===== src/rtl/decode_issue_ctrl.sv =====
// Single-entry decode/issue stage with a register scoreboard for RAW/WAW hazards.
// Optional build macro WB_BYPASS_EN: a writeback clearing a busy bit unblocks issue in that same cycle.
module decode_issue_ctrl #(
    parameter int STALL_CNT_W = 16
) (
    input  logic                   clk,
    input  logic                   rst,
    input  logic                   in_valid,
    input  logic [31:0]            in_inst,
    output logic                   in_ready,
    output logic                   out_valid,
    input  logic                   out_ready,
    output logic [6:0]             out_opcode,
    output logic [4:0]             out_dst,
    output logic [4:0]             out_src1,
    output logic [4:0]             out_src2,
    output logic [9:0]             out_imm,
    input  logic                   wb_valid,
    input  logic [4:0]             wb_reg,
    input  logic                   flush,
    output logic [STALL_CNT_W-1:0] stall_cnt
);

    logic [31:0]            ir_q, ir_d;
    logic                   ir_v_q, ir_v_d;
    logic [31:0]            busy_q, busy_d;
    logic [STALL_CNT_W-1:0] stall_cnt_q, stall_cnt_d;

    logic [31:0] wb_clr;
    logic [31:0] iss_set;
    logic [31:0] busy_chk;
    logic        hazard;
    logic        issue;
    logic        load;

    assign out_opcode = ir_q[31:25];
    assign out_dst    = ir_q[24:20];
    assign out_src1   = ir_q[19:15];
    assign out_src2   = ir_q[14:10];
    assign out_imm    = ir_q[9:0];
    assign stall_cnt  = stall_cnt_q;

    always_comb begin
        wb_clr = '0;
        if (wb_valid && (wb_reg != 5'd0)) begin
            wb_clr[wb_reg] = 1'b1;
        end
    end

`ifdef WB_BYPASS_EN
    // A register retiring this cycle is already free for the hazard check.
    assign busy_chk = busy_q & ~wb_clr;
`else
    assign busy_chk = busy_q;
`endif

    always_comb begin
        hazard    = ir_v_q && (busy_chk[out_src1] || busy_chk[out_src2] || busy_chk[out_dst]);
        out_valid = ir_v_q && !hazard && !flush;
        issue     = out_valid && out_ready;
        in_ready  = !flush && (!ir_v_q || issue);
        load      = in_valid && in_ready;
    end

    always_comb begin
        ir_d   = ir_q;
        ir_v_d = ir_v_q;
        if (flush) begin
            ir_v_d = 1'b0;
        end else if (load) begin
            ir_d   = in_inst;
            ir_v_d = 1'b1;
        end else if (issue) begin
            ir_v_d = 1'b0;
        end
    end

    // Set is applied after clear so a same-cycle issue keeps its destination busy.
    always_comb begin
        iss_set = '0;
        if (issue && (out_dst != 5'd0)) begin
            iss_set[out_dst] = 1'b1;
        end
        busy_d    = (busy_q & ~wb_clr) | iss_set;
        busy_d[0] = 1'b0;
    end

    always_comb begin
        stall_cnt_d = stall_cnt_q;
        if (ir_v_q && hazard && !flush && (stall_cnt_q != {STALL_CNT_W{1'b1}})) begin
            stall_cnt_d = stall_cnt_q + STALL_CNT_W'(1);
        end
    end

    always_ff @(posedge clk or negedge rst) begin
        if (!rst) begin
            ir_q        <= '0;
            ir_v_q      <= 1'b0;
            busy_q      <= '0;
            stall_cnt_q <= '0;
        end else begin
            ir_q        <= ir_d;
            ir_v_q      <= ir_v_d;
            busy_q      <= busy_d;
            stall_cnt_q <= stall_cnt_d;
        end
    end

endmodule


===== config.mk =====
export PLATFORM = sky130hd
export DESIGN_NAME = decode_issue_ctrl
export DESIGN_NICKNAME = d
export VERILOG_FILES = /design/src/rtl/decode_issue_ctrl.sv
export SDC_FILE = /design/constraint.sdc
export NUM_CORES = 1
export LEC_CHECK = 0
export CAP_MARGIN = 20
export CORE_MARGIN = 2
export CORE_UTILIZATION = 46
export DETAILED_ROUTE_END_ITERATION = 12
export PLACE_DENSITY = 0.79
export SLEW_MARGIN = 30
export SYNTH_ARGS = -nofsm -noshare
export SYNTH_HDL_FRONTEND = slang
export SYNTH_SLANG_ARGS = --single-unit

===== constraint.sdc =====
create_clock -name clk -period 2.8 [get_ports clk]
set_input_delay 0.56 -clock clk [delete_from_list [all_inputs] [get_ports clk]]
set_output_delay 0.56 -clock clk [all_outputs]
set_load 0.01 [all_outputs]

==> flow_metrics.tcl, run 1 <==
set metrics [dict create \
    cts_root_buf "clkbuf_8" \
    outcome "finished, violations left" \
    io_pins 93 \
    clock_sinks 80 \
    met2RoutedLength_um 6010 \
    leakagePower_nw 2.43 \
    max_slew.worst_pin.slew_ns 0.552 \
    via_per_inst 5.97 \
    synth_xor_area_share_pct 3.15 \
    holdWs_ns 0.173 \
    slowest_delay_ns 0.49 \
    path_delay_family "compound AO/OA/AOI/OAI gates" \
    die_w_um 99.2 \
    pwr_density_cell_mw_per_mm2 629 \
    synth_top_area_cell "dfrtp_1" \
    relSlewSlack_pct 63.2 \
    cts_tree "done" \
    synth_edf_count 0 \
    synth_warnings 0 \
    synthCells 364 \
    period_share_pct 112 \
    cts_buffers 9 \
    ys_types 48 \
    dr.pass1.iters 8 \
    ys_async_sr_fraction_pct 100 \
    final.setup.worst_slack_ns -0.334 \
    nets 553 \
    drt-total-wl_um 12000 \
    min_path_type "primary input to asynchronous set/reset pin" \
    gr-total-overflow 0 \
    num_rows 34 \
    htreeDepth 3 \
    wire_per_inst_um 19.3 \
    top_layer "met4" \
    drc 0 \
    crit_fanout 6 \
    antenna_found_initial 0 \
    setup_viol 36 \
    dp_cells 602 \
    slowest_stage "mux4_2" \
    synth_top_area_share_pct 48.0 \
    finalHoldViolCount 0 \
    clock_skew_ns 0.0150 \
    core-area_mm2 0.00876 \
    die_y_um 99.2 \
    ys_ff_latch 80 \
    gp_congestion 0.924 \
    path_class "flip-flop to output pin" \
    syn_avg_cell_area_um2 11.5 \
    grt_setup_unrepaired "true" \
    synth_area_mm2 0.00417 \
    drt_iter0_markers 450 \
    max_freq_mhz 319 \
    wl_met3_um 935 \
    fill_cells 644 \
    grt_pass1_wl_um 19400 \
    synth.area.top_cells "dfrtp_1, mux2_1, mux2i_1, mux4_2, o21ai_0" \
    violations "negative setup slack" \
    clk_latency_ns 0.37 \
    final_max_slew_viol_count 0 \
    synth.most_common_cell "dfrtp_1" \
    worst_ep_required_time_ns 2.24 \
    drive_above_1_share_pct 24.5 \
    worst-path-buf-inv 3 \
    synth_common_cells "dfrtp_1, o21ai_0, mux2_1, o21ai_1, mux2i_1" \
    wl_met1_um 4810 \
    syn_to_final_growth_pct 40.7 \
    crit_path_end_kind "output pin" \
    antenna_left 0 \
    vias 3712 \
    antenna_cells 0 \
    power.switching_mw 1.27 \
    clk_pin_slew_worst_paths_ns 0.09 \
    combinationalPowerShare_pct 34.9 \
    intPower_mw 2.43 \
    grt_max_degree 43 \
    synthMuxAreaShare_pct 21.6 \
    synth_compound_area_share_pct 11.9 \
    ys_seq_area_share_pct 48.0 \
    pre_cts_ws_ns -0.411 \
    dp_hpwl_um 8740 \
    cap_viol_max_count 0 \
    power_frac_seq_pct 42.5 \
    p_sw_share_pct 34.3 \
    synth_simple_gate_area_share_pct 12.6 \
    clk_path_buf_depth 2 \
    synth_fa_ha_area_share_pct 0.300 \
    synth_top_family_by_area "multiplexers" \
    clkPwrFrac_pct 22.6 \
    crit_chain "buf_4 -> mux4_2 -> nor2_1 -> nor4bb_1 -> a2111oi_4 -> buf_4 -> nand4_4 -> a21oi_2 -> buf_2" \
    grt_pass1_vias 3777 \
    cts_hold_buf 0 \
    synth_nets 408 \
    arrival_ns 2.57 \
    crit_path_start_kind "flip-flop" \
    start_util_pct 47.6 \
    layout.cells.non_filler 622 \
    ir_worst_vdd_v 0.000303 \
    die_area_mm2 0.00984 \
    io_buffers 92 \
    post-route-min-period_ns 3.13 \
    synth-main-ff-cell "dfrtp_1" \
    cp_common_cell "buf_4" \
    r2r_setup_slack_ns -0.28 \
    grt_usage_pct 25.0 \
]
power by group through the flow:
stage / clock network (mW) / registers (mW) / logic [mW]
2_1_floorplan: 0 / 1.56 / 0.569
3_3_place_gp: 0 / 1.57 / 1.19
3_5_place_dp: 0 / 1.58 / 1.22
4_1_cts: 0.839 / 1.56 / 1.24
5_1_grt: 0.879 / 1.59 / 1.38
6_report: 0.835 / 1.57 / 1.29
placed cells by master (no fill, tap or decap), types with 2 or more instances in the layout:
cell / Yosys / routed
mux2i_1: 26 / 26
nor2_1: 11 / 9
nand3_1: 14 / 14
clkinv_4: 0 / 2
mux4_2: 11 / 11
o21ai_2: 0 / 17
clkbuf_8: 0 / 10
buf_6: 3 / 2
a211o_1: 2 / 2
inv_6: 0 / 2
mux2_1: 33 / 33
and4_1: 3 / 2
or3b_4: 0 / 2
or3b_2: 4 / 4
nor2b_1: 4 / 4
clkdlybuf4s50_1: 0 / 89
or3_1: 3 / 2
and3_1: 2 / 2
dfrtp_2: 0 / 2
nand2_1: 17 / 17
clkinvlp_4: 0 / 2
nand3b_1: 9 / 9
inv_1: 4 / 4
a21oi_1: 4 / 3
buf_2: 3 / 2
mux2_2: 2 / 2
nor3_1: 9 / 9
o21ai_1: 28 / 12
a22oi_1: 3 / 3
xnor2_1: 15 / 15
buf_4: 0 / 57
nand4_1: 3 / 3
nor2_2: 0 / 2
o22ai_1: 3 / 3
o21ai_0: 35 / 34
dfrtp_1: 80 / 78
path summary, 6_finish.rpt:
check,start,to,cells past startpoint
worst max-delay path,ir_q[11]$_DFFE_PN0P_,in_ready,9
worst min-delay path,rst,busy_chk[25]$_DFF_PN0_,1
worst max register to register,ir_q[11]$_DFFE_PN0P_,ir_q[18]$_DFFE_PN0P_,11
worst min register to register,ir_q[7]$_DFFE_PN0P_,ir_q[7]$_DFFE_PN0P_,1
max in group asynchronous,rst,ir_q[15]$_DFFE_PN0P_,2
min in group clk,ir_q[7]$_DFFE_PN0P_,ir_q[7]$_DFFE_PN0P_,1
layer usage:
layer  vias to the layer above  GRT usage, %
met5                         -             0
met4                         0          9.69
met3                        23          4.43
met2                       202          41.5
met1                      1835          32.7
li1                       1652             -
stage by stage:
| step | total power, mW | cell area (µm²) | setup TNS, ns | util, % |
|---|---|---|---|---|
| 2_1_floorplan | 2.13 | 4190 | 0 | - |
| 3_3_place_gp | 2.76 | 5550 | -6.11 | 63.3 |
| 3_5_place_dp | 2.80 | 5550 | -9.70 | 63.3 |
| 4_1_cts | 3.64 | 5780 | -9.23 | 66.0 |
| 5_1_grt | 3.86 | 5870 | -12.97 | 67.0 |
| 6_report | 3.69 | 5870 | -8.07 | 67.0 |
flip-flops by register name (all words and copies together), names as in the netlist:
register and cells:
ir_v_q 1, busy_chk 31, ir_q 32, stall_cnt 16
cell type report:
type / instances / area, µm² / share of cell area [%]
clock inverter: 6 / 50.0 / 0.853
multi-input combinational: 264 / 2180 / 37.1
tap: 108 / 135 / 2.30
timing repair buffer: 150 / 1350 / 23.0
inverter: 4 / 15.0 / 0.256
sequential: 80 / 2000 / 34.2
clock buffer: 10 / 138 / 2.34
timing repair:
item	in CTS	in global routing
cloned	1	0
endpoints found under the hold margin	0	0
setup buffers	2	1
pin swaps	6	8
endpoints found under the setup margin	53	66
resized for setup	19	23
cell families (layout without fill, tap and decap cells):
kind of cell    count (synthesis)  count (layout)
fa+ha+maj                       1               1
simple gates                   91              91
xor+xnor                       15              15
buf+inv                        20             170
compound gates                 85              85
flops                          80              80
mux                            72              72
Power figures use the tool's default switching activity.
==> run 2, diff against run 1 <==
--- a/config.mk
+++ b/config.mk
@@ -5,9 +5,10 @@
 export SDC_FILE = /design/constraint.sdc
 export NUM_CORES = 1
 export LEC_CHECK = 0
+export ABC_AREA = 1
 export CAP_MARGIN = 20
 export CORE_MARGIN = 2
-export CORE_UTILIZATION = 46
+export CORE_UTILIZATION = 47
 export DETAILED_ROUTE_END_ITERATION = 12
 export PLACE_DENSITY = 0.79
 export SLEW_MARGIN = 30
==> run 2 against run 1 <==
Compared with the run above: synthesized cell count is 76% higher; largest cell class unchanged; first-iteration DRC count shrank 14%; global-route usage rose by 2.4 points; power is 0.36% lower; wire length grew 20%; the run now ends clean; register-to-register slack improved by 0.64 ns; clock-buffer cell count unchanged; design area is 4.5% higher.
==> flow_metrics.tcl, run 2 <==
set metrics [dict create \
    worst_ep_required_time_ns 2.24 \
    num_rows 36 \
    dp_cells 871 \
    crit_fanout 6 \
    grt_pass1_vias 4723 \
    setup_viol 0 \
    gr-total-overflow 0 \
    synth_edf_count 0 \
    cts_root_buf "clkbuf_8" \
    pwr_density_cell_mw_per_mm2 600 \
    core-area_mm2 0.00964 \
    clk_pin_slew_worst_paths_ns 0.08 \
    synth_area_mm2 0.00461 \
    cts_tree "done" \
    cap_viol_max_count 0 \
    syn_avg_cell_area_um2 7.21 \
    holdWs_ns 0.209 \
    clock_sinks 80 \
    start_util_pct 47.8 \
    arrival_ns 2.17 \
    outcome "completed" \
    cts_buffers 9 \
    synthCells 640 \
    final_common_cell "nand2_1" \
    die_area_mm2 0.0106 \
    antenna_left 0 \
    max_freq_mhz 366 \
    ys_ff_latch 80 \
    ys_async_sr_fraction_pct 100 \
    synth_nets 684 \
    drt_iter0_markers 387 \
    ys_seq_area_share_pct 43.4 \
    ir_worst_vdd_v 0.000345 \
    cts_hold_buf 0 \
    max_slew.worst_pin.slew_ns 0.414 \
    vias 5011 \
    io_pins 93 \
    clk_path_buf_depth 2 \
    dr.pass1.iters 5 \
    totalPowerFinal_mw 3.68 \
    crit_path_start_kind "flip-flop" \
    leakagePower_nw 2.83 \
    synth_warnings 0 \
    post-route-min-period_ns 2.73 \
    antenna_found_initial 0 \
    relSlewSlack_pct 72.1 \
    min_path_type "primary input to asynchronous set/reset pin" \
    io_buffers 92 \
    clk_latency_ns 0.36 \
    grt_pass1_wl_um 22700 \
    path_class "flip-flop to output pin" \
    htreeDepth 3 \
    setup_tns_ns 0 \
    synth_top_area_cell "dfrtp_1" \
    die_w_um 103 \
    utilization_pct 63.6 \
    grt_max_degree 81 \
    layout.cells.non_filler 893 \
    r2r_setup_slack_ns 0.36 \
    synth.most_common_cell "nand2_1" \
    ys_types 26 \
    synth.area.top_cells "dfrtp_1, nand2_1, nand3_1, nand4_1, inv_1" \
    clock_skew_ns 0.0105 \
    wire_per_inst_um 16.1 \
    antenna_cells 0 \
    synth_top_area_share_pct 43.4 \
    drive_above_1_share_pct 11.4 \
    die_y_um 103 \
    nets 799 \
    via_per_inst 5.61 \
    grt_usage_pct 27.4 \
    period_share_pct 97.5 \
    crit_path_end_kind "output pin" \
    synth-main-ff-cell "dfrtp_1" \
    layout_common_cells "nand2_1, clkdlybuf4s50_1, nand3_1, dfrtp_1, inv_1" \
    syn_to_final_growth_pct 33.0 \
    drt-total-wl_um 14400 \
    regMostFlops "ir_q" \
    largest_reg_flops 32 \
    final_max_slew_viol_count 0 \
    gp_congestion 0.981 \
    dp_hpwl_um 10300 \
    drc 0 \
    finalHoldViolCount 0 \
    synth_common_cells "nand2_1, nand3_1, dfrtp_1, inv_1, o21ai_1" \
]
-- run 2: cell types whose count changed in the layout (fill, tap and decap cells not counted), moves of 9 or more --
cell and delta:
buf_4 -20, inv_1 +56, mux2_1 -33, mux2i_1 -26, mux4_2 -11, nand2_1 +172
nand3_1 +71, nand3b_1 -9, nand4_1 +36, o21ai_1 +32, o21ai_2 -17, xnor2_1 -9
-- run 2: cell families after synthesis --
family | count (synthesis) | share of synthesized area [%]
AND/OR/NAND/NOR | 355 | 34.8
buffers and inverters | 96 | 8.57
AO/OA/AOI/OAI | 94 | 10.3
flip-flops | 80 | 43.4
XOR/XNOR | 14 | 2.66
adder cells (fa/ha/maj) | 1 | 0.271
-- run 2: metrics by stage --
step	area (µm²)	worst slack, ns
final	6130	0.0700
after CTS	6050	0.0125
after global placement	5820	-0.0594
after floorplan	4610	0.577
after detailed placement	5820	-0.0690
after global routing	6130	-0.0301
-- run 2: worst paths after layout --
check                                         end                  from  cells past startpoint
setup / recovery                         in_ready  ir_q[20]$_DFFE_PN0P_                     13
hold / removal             busy_chk[25]$_DFF_PN0_                   rst                      2
setup reg to reg             ir_q[11]$_DFFE_PN0P_  ir_q[20]$_DFFE_PN0P_                     17
hold reg to reg              ir_q[28]$_DFFE_PN0P_  ir_q[28]$_DFFE_PN0P_                      2
max in group asynchronous    ir_q[15]$_DFFE_PN0P_                   rst                      2
min in group clk             ir_q[28]$_DFFE_PN0P_  ir_q[28]$_DFFE_PN0P_                      2
-- run 2: layer usage --
metal	track usage (%)	wire, µm
met2	44.0	6900
met3	6.85	1230
met1	35.0	5830
met5	0	0
met4	12.1	441
-- run 2: timing repair --
item / in CTS / in global routing
pin swaps: 0 / 2
resized for setup: 10 / 22
setup endpoints to repair: 2 / 2
setup buffers: 0 / 6
-- run 2: worst max-delay path, cell delays in order, from the launching register on --
cell	delay [ns]
dfrtp_2	0.46
buf_4	0.16
nor2_4	0.06
buf_6	0.14
nand2_1	0.05
o21ai_1	0.06
o21ai_1	0.14
nand2_1	0.07
clkinv_1	0.05
nand2_2	0.06
nor2_4	0.15
nand4_2	0.12
a21oi_1	0.14
buf_2	0.15
-- run 2: cell type report --
class	count	area, µm²
multi-input combinational	464	2260
inverter	68	260
clock buffer	10	138
fill	842	3500
tap	133	166
timing repair buffer	132	1230
sequential	80	2010
clock inverter	6	66.3
-- run 2: power by group --
group	total [mW]	internal, mW	switching [mW]
sequential	1.49	1.32	0.172
clock	0.896	0.440	0.457
combinational	1.30	0.573	0.722
==> run 3, diff against run 2 <==
--- a/config.mk
+++ b/config.mk
@@ -11,7 +11,6 @@
 export CORE_UTILIZATION = 47
 export DETAILED_ROUTE_END_ITERATION = 12
 export PLACE_DENSITY = 0.79
-export SLEW_MARGIN = 30
 export SYNTH_ARGS = -nofsm -noshare
 export SYNTH_HDL_FRONTEND = slang
 export SYNTH_SLANG_ARGS = --single-unit
==> results of run 3 <==
No change in the layout: final DEF, timing and power equal those of run 2.
==> RTL change: new RTL, settings of run 1 <==
Build with the macro `WB_BYPASS_EN` defined.
--- a/src/rtl/decode_issue_ctrl.sv
+++ b/src/rtl/decode_issue_ctrl.sv
@@ -2,2 +2,4 @@
 // Optional build macro WB_BYPASS_EN: a writeback clearing a busy bit unblocks issue in that same cycle.
+`define WB_BYPASS_EN
+
 module decode_issue_ctrl #(
Function: changed (a bounded check fails within 4 cycles, from zero or initial values and one cycle with rst low).
==> RTL change against run 1 <==
- the flow still finishes with violations (negative setup slack)
- cell area up 31%
- routed wire length increased by 66%
- first-iteration DRC count fell by 14%
- largest cell class unchanged
- area after synthesis rose by 11%
- count of clock-buffer cells in the layout unchanged
- via count grew 36%
- highest routed layer unchanged
- setup slack got worse by 0.36 ns
- sequential cell count stayed put
Power is not compared: it rests on default switching activity, and its combinational part moved more than twofold at a synthesized area within 25%.
==> RTL change: results (changes against run 1) <==
* Vias in the first global route at 4988 (+32%)
* First-pass GRT wire length at 28500 um (+47%)
* Tot GR Track Use at 34.1% (+9.1 points)
* Port Buffers at 92 (unchanged)
* Routed wire length at 20000 um (+66%)
* Worst path slowest cell: or4b_4
* Status: complete, but fails checks
* Setup WS post-layout at -0.694 ns (-0.360 ns)
* NumNets Final at 717 (+30%)
* Pleak at 3.28 nW
* DR vias at 5060 (+36%)
* Final setup violation count at 76 (+110%)
* Cells after Synth at 452 (+24%)
* Syn_nets at 496 (+22%)
* Met2 wire len at 9520 um (+58%)
* Met3 capacity usage during global routing at 4.76% (+0.33 points)
* Met3 wire len at 1490 um (+59%)
* Largest Register: ir_q
* Worst r2r dst: busy_q[21]
* Mux contribution to synthesized area at 11.8% (-9.8 points)
* Avg Vias per Cell at 6.24 (+4.5%)
* Layout fillers at 614 (-4.7%)
* RD Place Congestion at 1.01 (+9.1%)
* Sequential share of the synthesized area at 43.1% (-4.9 points)
* Relative slew slack at 55.7% (-7.4 points)
* Area after DPL at 6580 um2 (+19%)
* Synth top cells by count: dfrtp_1 (80), o21ai_0 (39), nor2_1 (25)
* Met1 wire length at 7950 um (+65%)
* Delay-heaviest family, CP: simple AND/OR/NAND/NOR gates
* Warnings, synthesis at 0 (unchanged)
* Synth Area in Adders at 0.270% (-0.030 points)
* Setup TNS at -26.81 ns (-18.74 ns)
* Place WS at -1.87 ns (-1.45 ns)
* Flop2flop setup slack at -0.41 ns (-0.13 ns)
* Largest net degree at the start of global routing at 49 (+14%)
* R2r startpoint: ir_q[20]
* Asr flop ratio synth at 100% (unchanged)
* # placed instances at 769 (+28%)
* First-pass detailed-route iteration total at 5 (-3)
* Largest family of logic cells by synthesized area: compound AO/OA/AOI/OAI gates
* Deepest clock path buffer count at 2 (unchanged)
* Failing checks: negative setup slack
* Layout cell share with drive strength beyond 1 at 43.1% (+19 points)
* Worst Skew at 0.0107 ns (-0.00426 ns)
* Worst EP arrival at 2.93 ns (+0.36 ns)
* Met2 layer usage reported by global route at 58.2% (+17 points)
* CP peak stage delay at 0.54 ns (+0.05 ns)
* Post-synthesis xor/xnor area fraction at 3.02% (-0.13 points)
* Met1 Usage GRT at 44.1% (+11 points)
* Worst hold margin at 0.128 ns (-0.0454 ns)
* Largest cells by area after synthesis: dfrtp_1 (43%), mux2_1 (4.9%), o21ai_0 (4.2%), mux2_2 (4.1%), o211ai_1 (3.2%)
* VDD IR max at 447 uV
* Unique masters post-synth at 76 (+58%)
* Setup crit start: wb_reg[2]
* Compound-Gate Fraction of Synth Area at 21.1% (+9.2 points)
* Initial DRC count at 387 (-14%)
* Detail Placement HPWL at 12600 um (+44%)
[RTL change: cell count changes after synthesis, sizes merged, moves of 6 or more]
cell    before  now
buf          8   14
o211ai       1   20
or3b         7    1
mux4        11    1
nor2        11   25
mux2i       26   11
clkbuf       8   16
nand2b       1    7
[RTL change: repair_timing]
item                       4_1_cts  5_1_grt
pin swaps                       16       30
setup buffers                    9       16
setup endpoints to repair       82       82
cloned                           4        2
resized for setup              117       89
[RTL change: final cells by class]
cell class                      instances  area (um2)  share of cell area [%]
Clock buffer                           10         138                    1.79
Inverter                                9        33.8                   0.439
Timing Repair Buffer                  239        2280                    29.6
Tap cell                              133         166                    2.16
Clock inverter                          6        67.6                   0.878
Multi-Input combinational cell        334        3000                    39.0
Sequential cell                        80        2010                    26.1
[RTL change: logic make-up (layout without fill, tap and decap cells)]
group                      after synthesis  count (layout)
DFF                                     80              80
AOI/OAI and AO/OA                      139             139
and+or+nand+nor                        128             129
adders and majority gates                1               1
muxes                                   49              49
xor gates and xnor gates                16              16
buffers and inverters                   39             264
